--- src/rtl/clk_div_ctrl_if.sv ---
// clk_div_ctrl_if: divisor configuration port of the clock divider controller.
//   cfg_valid : host offers a new divisor on cfg_div
//   cfg_div   : requested divisor (CNT_WIDTH bits)
//   cfg_ready : controller can accept a divisor (no divisor is waiting to be applied)
//   cfg_err   : one-cycle pulse after an accepted divisor below 2 was rejected
// The master modport is the host side; the slave modport is the controller side.
interface clk_div_ctrl_if #(
  parameter int CNT_WIDTH = 16
);
  logic                 cfg_valid;
  logic [CNT_WIDTH-1:0] cfg_div;
  logic                 cfg_ready;
  logic                 cfg_err;

  modport master (
    output cfg_valid,
    output cfg_div,
    input  cfg_ready,
    input  cfg_err
  );

  modport slave (
    input  cfg_valid,
    input  cfg_div,
    output cfg_ready,
    output cfg_err
  );
endinterface

--- src/rtl/clk_div_ctrl.sv ---
// clk_div_ctrl: runtime-programmable clock divider with glitch-free start/stop.
//   clk_in  : system clock, all logic on its rising edge
//   rst     : asynchronous active-high reset
//   run_en  : level request, 1 = run, 0 = stop at the end of the current period
//   cfg     : divisor configuration handshake (clk_div_ctrl_if slave)
//   clk_out : divided clock, high floor(D/2) cycles then low for the rest
//   tick    : one-cycle pulse in the cycle a period starts
//   active  : controller is running or finishing its last period
//   cur_div : divisor currently in effect
// A new divisor and a stop request only take effect at a period boundary,
// so clk_out never shows a runt phase.
module clk_div_ctrl #(
  parameter int CNT_WIDTH   = 16,
  parameter int DEFAULT_DIV = 128
) (
  input  logic                 clk_in,
  input  logic                 rst,
  input  logic                 run_en,
  clk_div_ctrl_if.slave        cfg,
  output logic                 clk_out,
  output logic                 tick,
  output logic                 active,
  output logic [CNT_WIDTH-1:0] cur_div
);

  localparam logic [1:0] ST_IDLE = 2'd0;
  localparam logic [1:0] ST_RUN  = 2'd1;
  localparam logic [1:0] ST_STOP = 2'd2;

  localparam logic [CNT_WIDTH-1:0] DEF_DIV = CNT_WIDTH'(DEFAULT_DIV);
  localparam logic [CNT_WIDTH-1:0] CNT_ONE = CNT_WIDTH'(1);
  localparam logic [CNT_WIDTH-1:0] MIN_DIV = CNT_WIDTH'(2);

  logic [1:0]           state_r,   state_s;
  logic [CNT_WIDTH-1:0] cnt_r,     cnt_s;
  logic [CNT_WIDTH-1:0] cur_div_r, cur_div_s;
  logic [CNT_WIDTH-1:0] pend_div_r, pend_div_s;
  logic                 clk_out_r, clk_out_s;
  logic                 tick_r,    tick_s;
  logic                 active_r,  active_s;
  logic                 ready_r,   ready_s;
  logic                 err_r,     err_s;
  logic                 boundary_s;

  // A divisor is waiting whenever ready_r is low, so ready_r doubles as "pending empty".
  // Next-state, period counter, divisor apply and config acceptance.
  always_comb begin
    state_s    = state_r;
    cnt_s      = cnt_r;
    cur_div_s  = cur_div_r;
    pend_div_s = pend_div_r;
    clk_out_s  = clk_out_r;
    tick_s     = 1'b0;
    ready_s    = ready_r;
    err_s      = 1'b0;
    boundary_s = (cnt_r == (cur_div_r - CNT_ONE));

    case (state_r)
      ST_IDLE: begin
        cnt_s     = '0;
        clk_out_s = 1'b0;
        // In IDLE a waiting divisor is applied on the very next edge.
        if (!ready_r) begin
          cur_div_s = pend_div_r;
          ready_s   = 1'b1;
        end else begin
          cur_div_s = cur_div_r;
        end
        if (run_en) begin
          // Counter 0 is always in the high phase because every divisor is >= 2.
          state_s   = ST_RUN;
          clk_out_s = 1'b1;
          tick_s    = 1'b1;
        end else begin
          state_s = ST_IDLE;
        end
      end

      ST_RUN, ST_STOP: begin
        if (boundary_s) begin
          if (!ready_r) begin
            cur_div_s = pend_div_r;
            ready_s   = 1'b1;
          end else begin
            cur_div_s = cur_div_r;
          end
          if ((state_r == ST_STOP) && !run_en) begin
            state_s   = ST_IDLE;
            cnt_s     = '0;
            clk_out_s = 1'b0;
          end else begin
            state_s   = run_en ? ST_RUN : ST_STOP;
            cnt_s     = '0;
            clk_out_s = 1'b1;
            tick_s    = 1'b1;
          end
        end else begin
          // Mid-period: a stop request only changes the state, not the waveform.
          state_s   = run_en ? ST_RUN : ST_STOP;
          cnt_s     = cnt_r + CNT_ONE;
          clk_out_s = (cnt_s < (cur_div_r >> 1));
        end
      end

      default: begin
        state_s   = ST_IDLE;
        cnt_s     = '0;
        clk_out_s = 1'b0;
      end
    endcase

    // Acceptance only happens with nothing pending, so it never races the apply above.
    if (cfg.cfg_valid && ready_r) begin
      if (cfg.cfg_div < MIN_DIV) begin
        err_s = 1'b1;
      end else begin
        pend_div_s = cfg.cfg_div;
        ready_s    = 1'b0;
      end
    end else begin
      err_s = 1'b0;
    end

    active_s = (state_s != ST_IDLE);
  end

  // State and output registers with asynchronous reset.
  always_ff @(posedge clk_in or posedge rst) begin
    if (rst) begin
      state_r    <= ST_IDLE;
      cnt_r      <= '0;
      cur_div_r  <= DEF_DIV;
      pend_div_r <= '0;
      clk_out_r  <= 1'b0;
      tick_r     <= 1'b0;
      active_r   <= 1'b0;
      ready_r    <= 1'b1;
      err_r      <= 1'b0;
    end else begin
      state_r    <= state_s;
      cnt_r      <= cnt_s;
      cur_div_r  <= cur_div_s;
      pend_div_r <= pend_div_s;
      clk_out_r  <= clk_out_s;
      tick_r     <= tick_s;
      active_r   <= active_s;
      ready_r    <= ready_s;
      err_r      <= err_s;
    end
  end

  assign clk_out       = clk_out_r;
  assign tick          = tick_r;
  assign active        = active_r;
  assign cur_div       = cur_div_r;
  assign cfg.cfg_ready = ready_r;
  assign cfg.cfg_err   = err_r;

endmodule

--- src/flat_wrapper.sv ---
// flat-port wrapper written by rule: the top's interface ports become plain ports
module clk_div_ctrl_flat 
#(
  parameter int CNT_WIDTH   = 16,
  parameter int DEFAULT_DIV = 128
)
  (clk_in, rst, run_en, clk_out, tick, active, cur_div, cfg_cfg_valid, cfg_cfg_div, cfg_cfg_ready, cfg_cfg_err);
  clk_div_ctrl_if #(.CNT_WIDTH(CNT_WIDTH)) cfg_i ();
  input  logic clk_in;
  input  logic rst;
  input  logic run_en;
  output logic clk_out;
  output logic tick;
  output logic active;
  output logic [CNT_WIDTH-1:0] cur_div;
  input wire logic [$bits(cfg_i.cfg_valid)-1:0] cfg_cfg_valid;
  input wire logic [$bits(cfg_i.cfg_div)-1:0] cfg_cfg_div;
  output wire logic [$bits(cfg_i.cfg_ready)-1:0] cfg_cfg_ready;
  output wire logic [$bits(cfg_i.cfg_err)-1:0] cfg_cfg_err;
  assign cfg_i.cfg_valid = cfg_cfg_valid;
  assign cfg_i.cfg_div = cfg_cfg_div;
  assign cfg_cfg_ready = cfg_i.cfg_ready;
  assign cfg_cfg_err = cfg_i.cfg_err;
  clk_div_ctrl #(.CNT_WIDTH(CNT_WIDTH), .DEFAULT_DIV(DEFAULT_DIV)) u_core (.clk_in(clk_in), .rst(rst), .run_en(run_en), .cfg(cfg_i), .clk_out(clk_out), .tick(tick), .active(active), .cur_div(cur_div));
endmodule
--- config.mk ---
export PLATFORM = sky130hd
export DESIGN_NAME = clk_div_ctrl_flat
export DESIGN_NICKNAME = d
export VERILOG_FILES = /design/src/rtl/clk_div_ctrl_if.sv /design/src/rtl/clk_div_ctrl.sv /design/src/flat_wrapper.sv
export SDC_FILE = /design/constraint.sdc
export NUM_CORES = 1
export LEC_CHECK = 0
export CAP_MARGIN = 20
export CORE_ASPECT_RATIO = 1.4
export CORE_MARGIN = 2
export CORE_UTILIZATION = 45
export DETAILED_ROUTE_END_ITERATION = 7
export GPL_TIMING_DRIVEN = 0
export PLACE_DENSITY = 0.66
export SETUP_SLACK_MARGIN = 0.4
export SYNTH_ARGS = -nofsm -noshare
export SYNTH_HDL_FRONTEND = slang
export SYNTH_SLANG_ARGS = --single-unit
--- constraint.sdc ---
create_clock -name clk_in -period 3.65 [get_ports clk_in]
set_input_delay 0.5475 -clock clk_in [delete_from_list [all_inputs] [get_ports clk_in]]
set_output_delay 0.5475 -clock clk_in [all_outputs]
set_load 0.01 [all_outputs]
==> results of run 1 <==
-- worst min path at each step --
stage,slack [ns],cells past startpoint,start,to
2_1_floorplan,0.50,1,u_core.cnt_r[0],u_core.cnt_r[0]
3_3_place_gp,0.52,1,u_core.pend_div_r[15],u_core.pend_div_r[15]
3_5_place_dp,0.52,1,u_core.pend_div_r[11],u_core.pend_div_r[11]
4_1_cts,0.52,2,rst,u_core.cnt_r[1]
5_1_grt,0.54,2,rst,u_core.cnt_r[0]
6_report,0.51,2,rst,u_core.cnt_r[1]
-- area by class of cell --
| type | instances | area [µm²] | area share |
|---|---|---|---|
| tap | 100 | 125.1 | 0.02787 |
| clock inverter | 3 | 22.52 | 0.005017 |
| inverter | 25 | 96.34 | 0.02146 |
| clock buffer | 5 | 68.82 | 0.01533 |
| buffer | 23 | 140.1 | 0.03122 |
| multi-input combinational | 275 | 2090 | 0.4654 |
| timing repair buffer | 56 | 566.8 | 0.1263 |
| sequential | 55 | 1380 | 0.3074 |
-- registers in the layout, indices dropped and copies added (netlist names) --
register              count
u_core.active             1
u_core.cfg.cfg_err        1
u_core.cfg.cfg_ready      1
u_core.clk_out            1
u_core.cnt_r             16
u_core.cur_div           16
u_core.pend_div_r        16
u_core.state_r            2
u_core.tick               1
-- layout by cell type (no fill, tap or decap), types with 3 or more instances in the layout --
cell type and n:
buf_2 3, inv_1 23, xor2_1 11, clkbuf_8 6
clkdlybuf4s50_1 40, a21oi_1 8, ha_1 18, nand2b_1 3
o21ai_0 8, nor3_1 8, dfrtp_1 52, nor2_1 19
nand4_1 7, buf_4 13, o211ai_1 16, clkbuf_1 11
mux2_2 16, a21o_1 3, and3_1 6, a22oi_1 4
nor4_1 6, xnor2_1 21, nand2_1 21, a22oi_2 12
nor2b_1 18, nand3_1 27, a31oi_1 4
-- power by group through the flow --
stage / registers, mW / logic, mW / clock network, mW
finish: 1.12 / 2.26 / 0.363
detailed placement: 1.11 / 1.86 / 0
global placement: 1.10 / 1.79 / 0
CTS: 1.11 / 2.03 / 0.369
floorplan: 1.09 / 1.25 / 0
global route: 1.15 / 2.49 / 0.388
-- repair_timing --
action,in CTS,in global routing
endpoints found under the setup margin,35,29
endpoints found under the hold margin,0,0
cloned,0,1
buffers inserted,8,6
gates resized for setup,20,28
pin swaps,7,16
-- metal layers --
metal | track usage | part of all wire | up-vias
li1 | - | - | 1482
met1 | 0.2509 | 0.40 | 1502
met2 | 0.3993 | 0.54 | 75
met3 | 0.01987 | 0.034 | 13
met4 | 0.06642 | 0.017 | 0
met5 | 0 | 0 | -
-- logic make-up (layout without fill, tap and decap cells) --
logic type | count (synthesis) | after routing
compound gates | 76 | 76
mux | 17 | 17
buf+inv | 48 | 112
flops | 55 | 55
simple gates | 131 | 131
xor+xnor | 32 | 32
fa+ha+maj | 19 | 19
-- worst max-delay path: cells and delay by family (launching register included) --
kind / cells / cell delay (ns)
buffers and inverters: 5 / 0.60
AND/OR/NAND/NOR: 2 / 0.87
flip-flops: 1 / 0.42
AO/OA/AOI/OAI: 5 / 1.03
adder cells (fa/ha/maj): 1 / 0.11
-- through the flow --
step / total power, mW / setup TNS, ns
global route: 4.025 / 0
floorplan: 2.343 / 0
detailed placement: 2.968 / -1.980
global placement: 2.893 / -1.698
CTS: 3.506 / 0
finish: 3.738 / 0
==> flow_summary.yaml, run 1 <==
yosys:
  synthXorXnorAreaFrac: 0.07952
  synthMostInstantiatedCell: "dfrtp_1"
  syn_area_um2: 3525
  ys_seq_elements: 55
  ys.flop_type: "dfrtp_1"
  synth.distinct_cells: 53
  seq_area_frac_synth: 0.3912
  yosysWarnings: 0
  ys_top_cells_by_count: "dfrtp_1 (53), nand3_1 (27), inv_1 (25)"
  synth-compound-area-share: 0.1558
  async_flop_share: 1.000
  synth_nets: 417
  synth_mux_area_frac: 0.05396
  postSynthCellCount: 378
  synth_top_family_by_area: "simple AND/OR/NAND/NOR gates"
  synthAdderAreaFrac: 0.06745
  yosysTopAreaCellShare: 0.3763
  synth-simple-area-share: 0.1967
  avgSynthCellArea_um2: 9.324
  synth_top_cell_by_area: "dfrtp_1"
  synth_edf_count: 0
  synthTopCellsByArea: "dfrtp_1 (38%), ha_1 (6.7%), xnor2_1 (5.2%)"
clock_network:
  ctsLongestPathBuffers: 2
  cts_root_buffer: "clkbuf_8"
  cts_made_buffers: 5
  hold_buffers: 0
  cts.clk_slew.worst_paths_ns: 0.11
  htree_levels: 2
  clock_latency_ns: 0.32
  cts_tree: "done"
  clock_sink_count: 55
layout:
  fillCellCount: 666
  layout.cells.non_filler: 542
  stdcell_area_um2: 4489
  nNetsFinal: 480
  area_growth_pct: 27.37
  diodes: 0
  drive_gt1_frac: 0.1810
  final_core_util: 0.5865
timing:
  fin_skew_ns: 0.008035
  finalHoldViolations: 0
  slew_violations: 0
  fmaxAchievable_mhz: 313.2
  min_period_ns: 3.193
  rsz0062_at_grt: "false"
  min_period_over_period: 0.8747
  setup_ws_ns: 0.4573
  hold_slack_ns: 0.5089
  setup_viol: 0
  worstMarginPinSlew_ns: 1.123
  relSlewSlack: 0.2454
power_and_ir_drop:
  swShare: 0.4364
  leakage_nw: 1.891
  p_switching_mw: 1.631
  p_clk_frac: 0.097
  p_seq_frac: 0.299
  ir_worst_vdd_mv: 0.4375
  p_int_mw: 2.107
  p_comb_frac: 0.604
  cellPowerDensity_nw_per_um2: 832.6
setup_path:
  path_class: "flip-flop to flip-flop"
  crit_path_start_kind: "flip-flop"
  reg2reg_to: "u_core.cur_div[0]"
  startpoint: "u_core.cur_div[0]"
  cpMostUsedCell: "a211oi_4"
  cp_cell_sequence: "buf_8, inv_4, ha_4, buf_6, or4b_1, clkbuf_8, or4_4, a211oi_4, a211oi_4, a211o_4, clkbuf_16, a22oi_2, o211ai_1"
  required_ns: 3.85
  ff2ff_path_depth: 13
  cp_slowest_cell: "or4_4"
  critPathMaxStageDelay_ns: 0.44
  arrival_ns: 3.39
  r2r_slack_ns: 0.46
  end_kind: "flip-flop"
  worst-path-max-fanout: 5
  r2r-start: "u_core.cur_div[0]"
  endpoint: "u_core.cur_div[0]"
placement:
  place_hpwl_um: 6489
  gp_congestion: 0.8069
  placedCellCount: 519
  pre_cts_slack_ns: -0.2022
  placed_cell_area_um2: 4070
  numPortBuffers: 40
route:
  vias: 3072
  drtIter0Drc: 93
  wire_per_inst_um: 16.47
  ant_nets: 0
  postRouteWirelength_um: 8928
  drtPass1Iterations: 4
  viasPerCell: 5.668
  drc_errors: 0
global_route:
  grt_antenna_before_repair: 0
  grt_max_degree: 40
  grt_pass1_wl_um: 14220
  grt_usage: 0.2116
  first_global_vias: 2976
  grt_overflow_total: 0
floorplanning:
  die_w_um: 78.80
  die_area_um2: 8566
  die_h_um: 108.7
  io_pins: 41
  std_cell_rows: 38
  coreArea_um2: 7655
  start_util: 0.4604
hold_path:
  worstHoldPathType: "primary input to asynchronous set/reset pin"
status:
  status: "finished clean"
flow_run:
  cap_violations: 0
Power figures use the tool's default switching activity.
==> run 2, diff against run 1 <==
PLACE_DENSITY = 0.68   (was 0.66)
REMOVE_ABC_BUFFERS = 1   (was unset)
==> run 2 against run 1 <==
  * Clock power up 3%
  * Routed wire length shrank 5.8%
  * Design area is 5.6% lower
  * Global-route usage down 0.28 points
  * Via count decreased by 3.6%
==> flow_summary.yaml, run 2 (synthesis results as in run 1) <==
floorplanning:
  coreArea_um2: 7655
  die_h_um: 108.7
  die_w_um: 78.80
  die_area_um2: 8566
  start_util: 0.4604
  io_pins: 41
  std_cell_rows: 38
clock_network:
  cts_made_buffers: 5
  clock_sink_count: 55
  ctsLongestPathBuffers: 2
  clock_latency_ns: 0.32
  hold_buffers: 0
  cts_tree: "done"
  cts_root_buffer: "clkbuf_8"
  htree_levels: 2
  cts.clk_slew.worst_paths_ns: 0.10
placement:
  place_hpwl_um: 6008
  numPortBuffers: 40
  placedCellCount: 498
  gp_congestion: 0.7802
layout:
  nNetsFinal: 450
  final_common_cell: "dfrtp_1"
  drive_gt1_frac: 0.1238
  area_growth_pct: 20.27
  mostFrequentLayoutCells: "dfrtp_1 (51), clkdlybuf4s50_1 (40), nand3_1 (27)"
  layout.cells.non_filler: 512
  fillCellCount: 670
  multi_input_area_um2: 2047
  diodes: 0
  layout.area.seq_um2: 1381
setup_path:
  end_kind: "flip-flop"
  path_class: "flip-flop to flip-flop"
  arrival_ns: 3.27
  critPathMaxStageDelay_ns: 0.53
  cp_cell_sequence: "inv_1, ha_4, or4b_4, or4_1, a211oi_2, a211oi_4, a211o_4, a22oi_1, o211ai_1"
  cp_slowest_cell: "or4b_4"
  worst-path-max-fanout: 9
  required_ns: 3.83
  crit_path_start_kind: "flip-flop"
hold_path:
  worstHoldPathType: "primary input to asynchronous set/reset pin"
timing:
  rsz0062_at_grt: "false"
  slew_violations: 0
  finalHoldViolations: 0
  hold_slack_ns: 0.5292
  fmaxAchievable_mhz: 324.3
  worstMarginPinSlew_ns: 0.8897
  min_period_over_period: 0.8448
  min_period_ns: 3.083
  fin_skew_ns: 0.01551
  setup_viol: 0
  relSlewSlack: 0.4042
route:
  drc_errors: 0
  viasPerCell: 5.781
  drtPass1Iterations: 4
  drtIter0Drc: 166
  wire_per_inst_um: 16.43
  ant_nets: 0
  postRouteWirelength_um: 8414
  vias: 2960
status:
  status: "finished clean"
power_and_ir_drop:
  cellPowerDensity_nw_per_um2: 800.5
  ir_worst_vdd_mv: 0.5095
  leakage_nw: 1.782
global_route:
  grt_overflow_total: 0
  grt_usage: 0.2088
  grt_max_degree: 40
  grt_pass1_wl_um: 14370
  first_global_vias: 2983
  grt_antenna_before_repair: 0
flow_run:
  cap_violations: 0
[run 2: power by group]
| group | switching, mW | internal (mW) | leakage [nW] | total (mW) |
|---|---|---|---|---|
| sequential | 0.350 | 0.858 | 0.673 | 1.21 |
| clock | 0.215 | 0.160 | 0.0533 | 0.375 |
| combinational | 0.923 | 0.888 | 1.06 | 1.81 |
| total | 1.49 | 1.91 | 1.78 | 3.39 |
[run 2: final timing paths]
path                                       from           endpoint  slack, ns  cells past startpoint
setup reg to reg              u_core.cur_div[0]  u_core.cur_div[3]       0.57                      9
max in group asynchronous                   rst  u_core.cur_div[7]       2.53                      3
hold reg to reg            u_core.pend_div_r[7]  u_core.cur_div[7]       0.54                      2
setup / recovery              u_core.cur_div[0]  u_core.cur_div[3]       0.57                      9
min in group clk_in        u_core.pend_div_r[7]  u_core.cur_div[7]       0.54                      2
hold / removal                              rst   u_core.cnt_r[14]       0.53                      2
[run 2: routing by layer]
layer,track usage,wire length (µm),vias up
li1,-,-,1426
met1,0.2644,3546,1458
met2,0.3748,4511,63
met3,0.02318,232,13
met4,0.06015,124,0
met5,0,0,-
[run 2: worst max-delay path, delay by kind of cell (launching register included)]
kind | cells | cell delay (ns)
adder cells (fa/ha/maj) | 1 | 0.20
AND/OR/NAND/NOR | 2 | 1.04
buffers and inverters | 1 | 0.12
AO/OA/AOI/OAI | 5 | 1.12
flip-flops | 1 | 0.47
[run 2: area by class of cell]
cell class | instances | share of cell area
multi-input cells | 277 | 0.4829
clock buffers | 6 | 0.01948
flip-flops and latches | 55 | 0.3259
clock inverters | 2 | 0.004723
well taps | 100 | 0.02952
repair buffers | 47 | 0.1154
inverters | 25 | 0.02214
[run 2: per-stage QoR]
| stage | instance area (µm²) | power (mW) | utilization | TNS (ns) | setup slack, ns |
|---|---|---|---|---|---|
| global placement | 3949 | 2.802 | 0.5159 | -27.60 | -1.284 |
| CTS | 4192 | 3.342 | 0.5476 | 0 | 0.4473 |
| detailed placement | 4003 | 2.888 | 0.5229 | -14.28 | -0.8359 |
| floorplan | 3423 | 2.260 | - | -3.222 | -0.2043 |
| finish | 4239 | 3.394 | 0.5538 | 0 | 0.5666 |
| global route | 4239 | 3.696 | 0.5538 | 0 | 0.4262 |
[run 2: what timing repair did]
item	in CTS	in global routing
gates cloned	1	1
setup endpoints to repair	37	37
hold endpoints to repair	0	0
gates resized for setup	8	7
buffers inserted	4	0
pin swaps	2	2
==> patch, RTL diff (config.mk and constraints of run 2) <==
`CNT_WIDTH` is set to 16 in 3 places; all go to 24.
--- a/src/rtl/clk_div_ctrl_if.sv
+++ b/src/rtl/clk_div_ctrl_if.sv
@@ -7,3 +7,3 @@
 interface clk_div_ctrl_if #(
-  parameter int CNT_WIDTH = 16
+  parameter int CNT_WIDTH = 24
 );
--- a/src/rtl/clk_div_ctrl.sv
+++ b/src/rtl/clk_div_ctrl.sv
@@ -12,3 +12,3 @@
 module clk_div_ctrl #(
-  parameter int CNT_WIDTH   = 16,
+  parameter int CNT_WIDTH   = 24,
   parameter int DEFAULT_DIV = 128
--- a/src/flat_wrapper.sv
+++ b/src/flat_wrapper.sv
@@ -3,3 +3,3 @@
 #(
-  parameter int CNT_WIDTH   = 16,
+  parameter int CNT_WIDTH   = 24,
   parameter int DEFAULT_DIV = 128
Interface: changed (resized cfg_cfg_div and cur_div); port bits go from 41 to 57. The function was not compared with the original's and may differ.
==> patch against run 2 <==
- critical path depth did not move
- count of clock-buffer cells in the layout rose by 3
- cell area rose by 45%
- core utilization rose by 1.7 points
- wire length rose by 50%
- worst hold slack got worse by 41 ps
- sequential power rose by 42%
- fmax fell by 1.9%
- sequential cell count rose by 24
- die area rose by 38%
- total power rose by 49%
- setup slack got worse by 58 ps
- combinational power rose by 31%
- area after synthesis rose by 39%
- critical path type unchanged
- highest routed layer unchanged
==> patch: results (changes against run 2) <==
Run status
  • Status: complete, no violations

Clock network
  • Clk slew on worst S/H paths: 70 ps (-30 ps)
  • Clk sinks: 79 (+44%)
  • Clk Latency, worst-skew pair: 340 ps (+20 ps)
  • Clock Tree Root: clkbuf_16
  • CTS H-tree lvls: 3 (+1)

Min path
  • Worst hold path class: flip-flop to flip-flop

Synthesis
  • Mapped Cells: 483 (+28%)
  • Seq/Total Area, Yosys: 40.3% (+1.2 points)
  • Compound-Gate Fraction of Synth Area: 9.34% (-6.2 points)
  • Post-synthesis mux area share: 11.2% (+5.8 points)
  • Post-Synth XOR/XNOR Area: 8.55% (+0.60 points)
  • Synth Area in Adders: 6.87% (+0.13 points)
  • Ranking of synthesized cells by area: dfrtp_1, ha_1, mux2_2
  • Syn Area/Cell: 10.2 sq um (+9.1%)
  • Commonest cells in the netlist: dfrtp_1, inv_1, xnor2_1

Power and ir drop
  • Power per cell area: 822 mW/mm^2 (+2.6%)
  • Tot Pwr: 5.04 mW (+49%)
  • Switching fraction of total power: 40.1% (-3.7 points)
  • P_leak: 2.60 nW (+46%)
  • Clk. pwr: 0.952 mW (+150%)

STA
  • Slew headroom: 44.3% (+3.8 points)
  • Final hold slack: 488 ps (-40.7 ps)

Layout
  • Fillers: 926 (+38%)
  • Sequential share of cell area: 32.4% (-0.20 points)
  • Clk cell area share: 5.04% (+2.6 points)
  • Buffers excl. clock: 69 (+47%)

Placed design
  • Total placed cells including tap cells: 666 (+34%)
  • Hpwl dp: 9340 microns (+56%)

Setup path
  • Crit-path max FO: 8 (-1)
  • Worst path slowest cell: or4_4
  • Worst stage delay on the critical path: 590 ps (+60 ps)

Global route
  • Gr usage total: 22.0% (+1.1 points)

Route
  • DR vias: 4020 (+36%)
  • WL per Instance: 18.3 microns (+11%)
[patch: cell count changes after synthesis, sizes merged, moves of 7 or more]
cell / delta
nor3: +8
a22oi: -12
ha: +8
xor2: +7
inv: +9
o211ai: -14
or3: +8
mux2: +33
dfrtp: +24
nand3: -11
xnor2: +9
nand4: +11
[patch: layer usage]
layer | global-route usage (%) | vias to the layer above | routed length, microns
met2 | 38.5 | 115 | 6760
met3 | 3.70 | 29 | 538
met5 | 0 | - | 0
met4 | 11.1 | 0 | 374
li1 | - | 1877 | -
met1 | 25.9 | 1999 | 4970
[patch: logic make-up (layout without fill, tap and decap cells)]
logic type	count (synthesis)	after routing
xor gates and xnor gates	48	48
AOI/OAI and AO/OA	63	63
DFF	79	79
adders and majority gates	27	27
buffers and inverters	52	119
muxes	49	49
and+or+nand+nor	165	165
[patch: what timing repair did]
action                     4_1_cts  5_1_grt
gates cloned                     0        1
buffers inserted                 2        6
setup endpoints to repair       50       27
resized for setup                7       12
pin swaps                        2        4
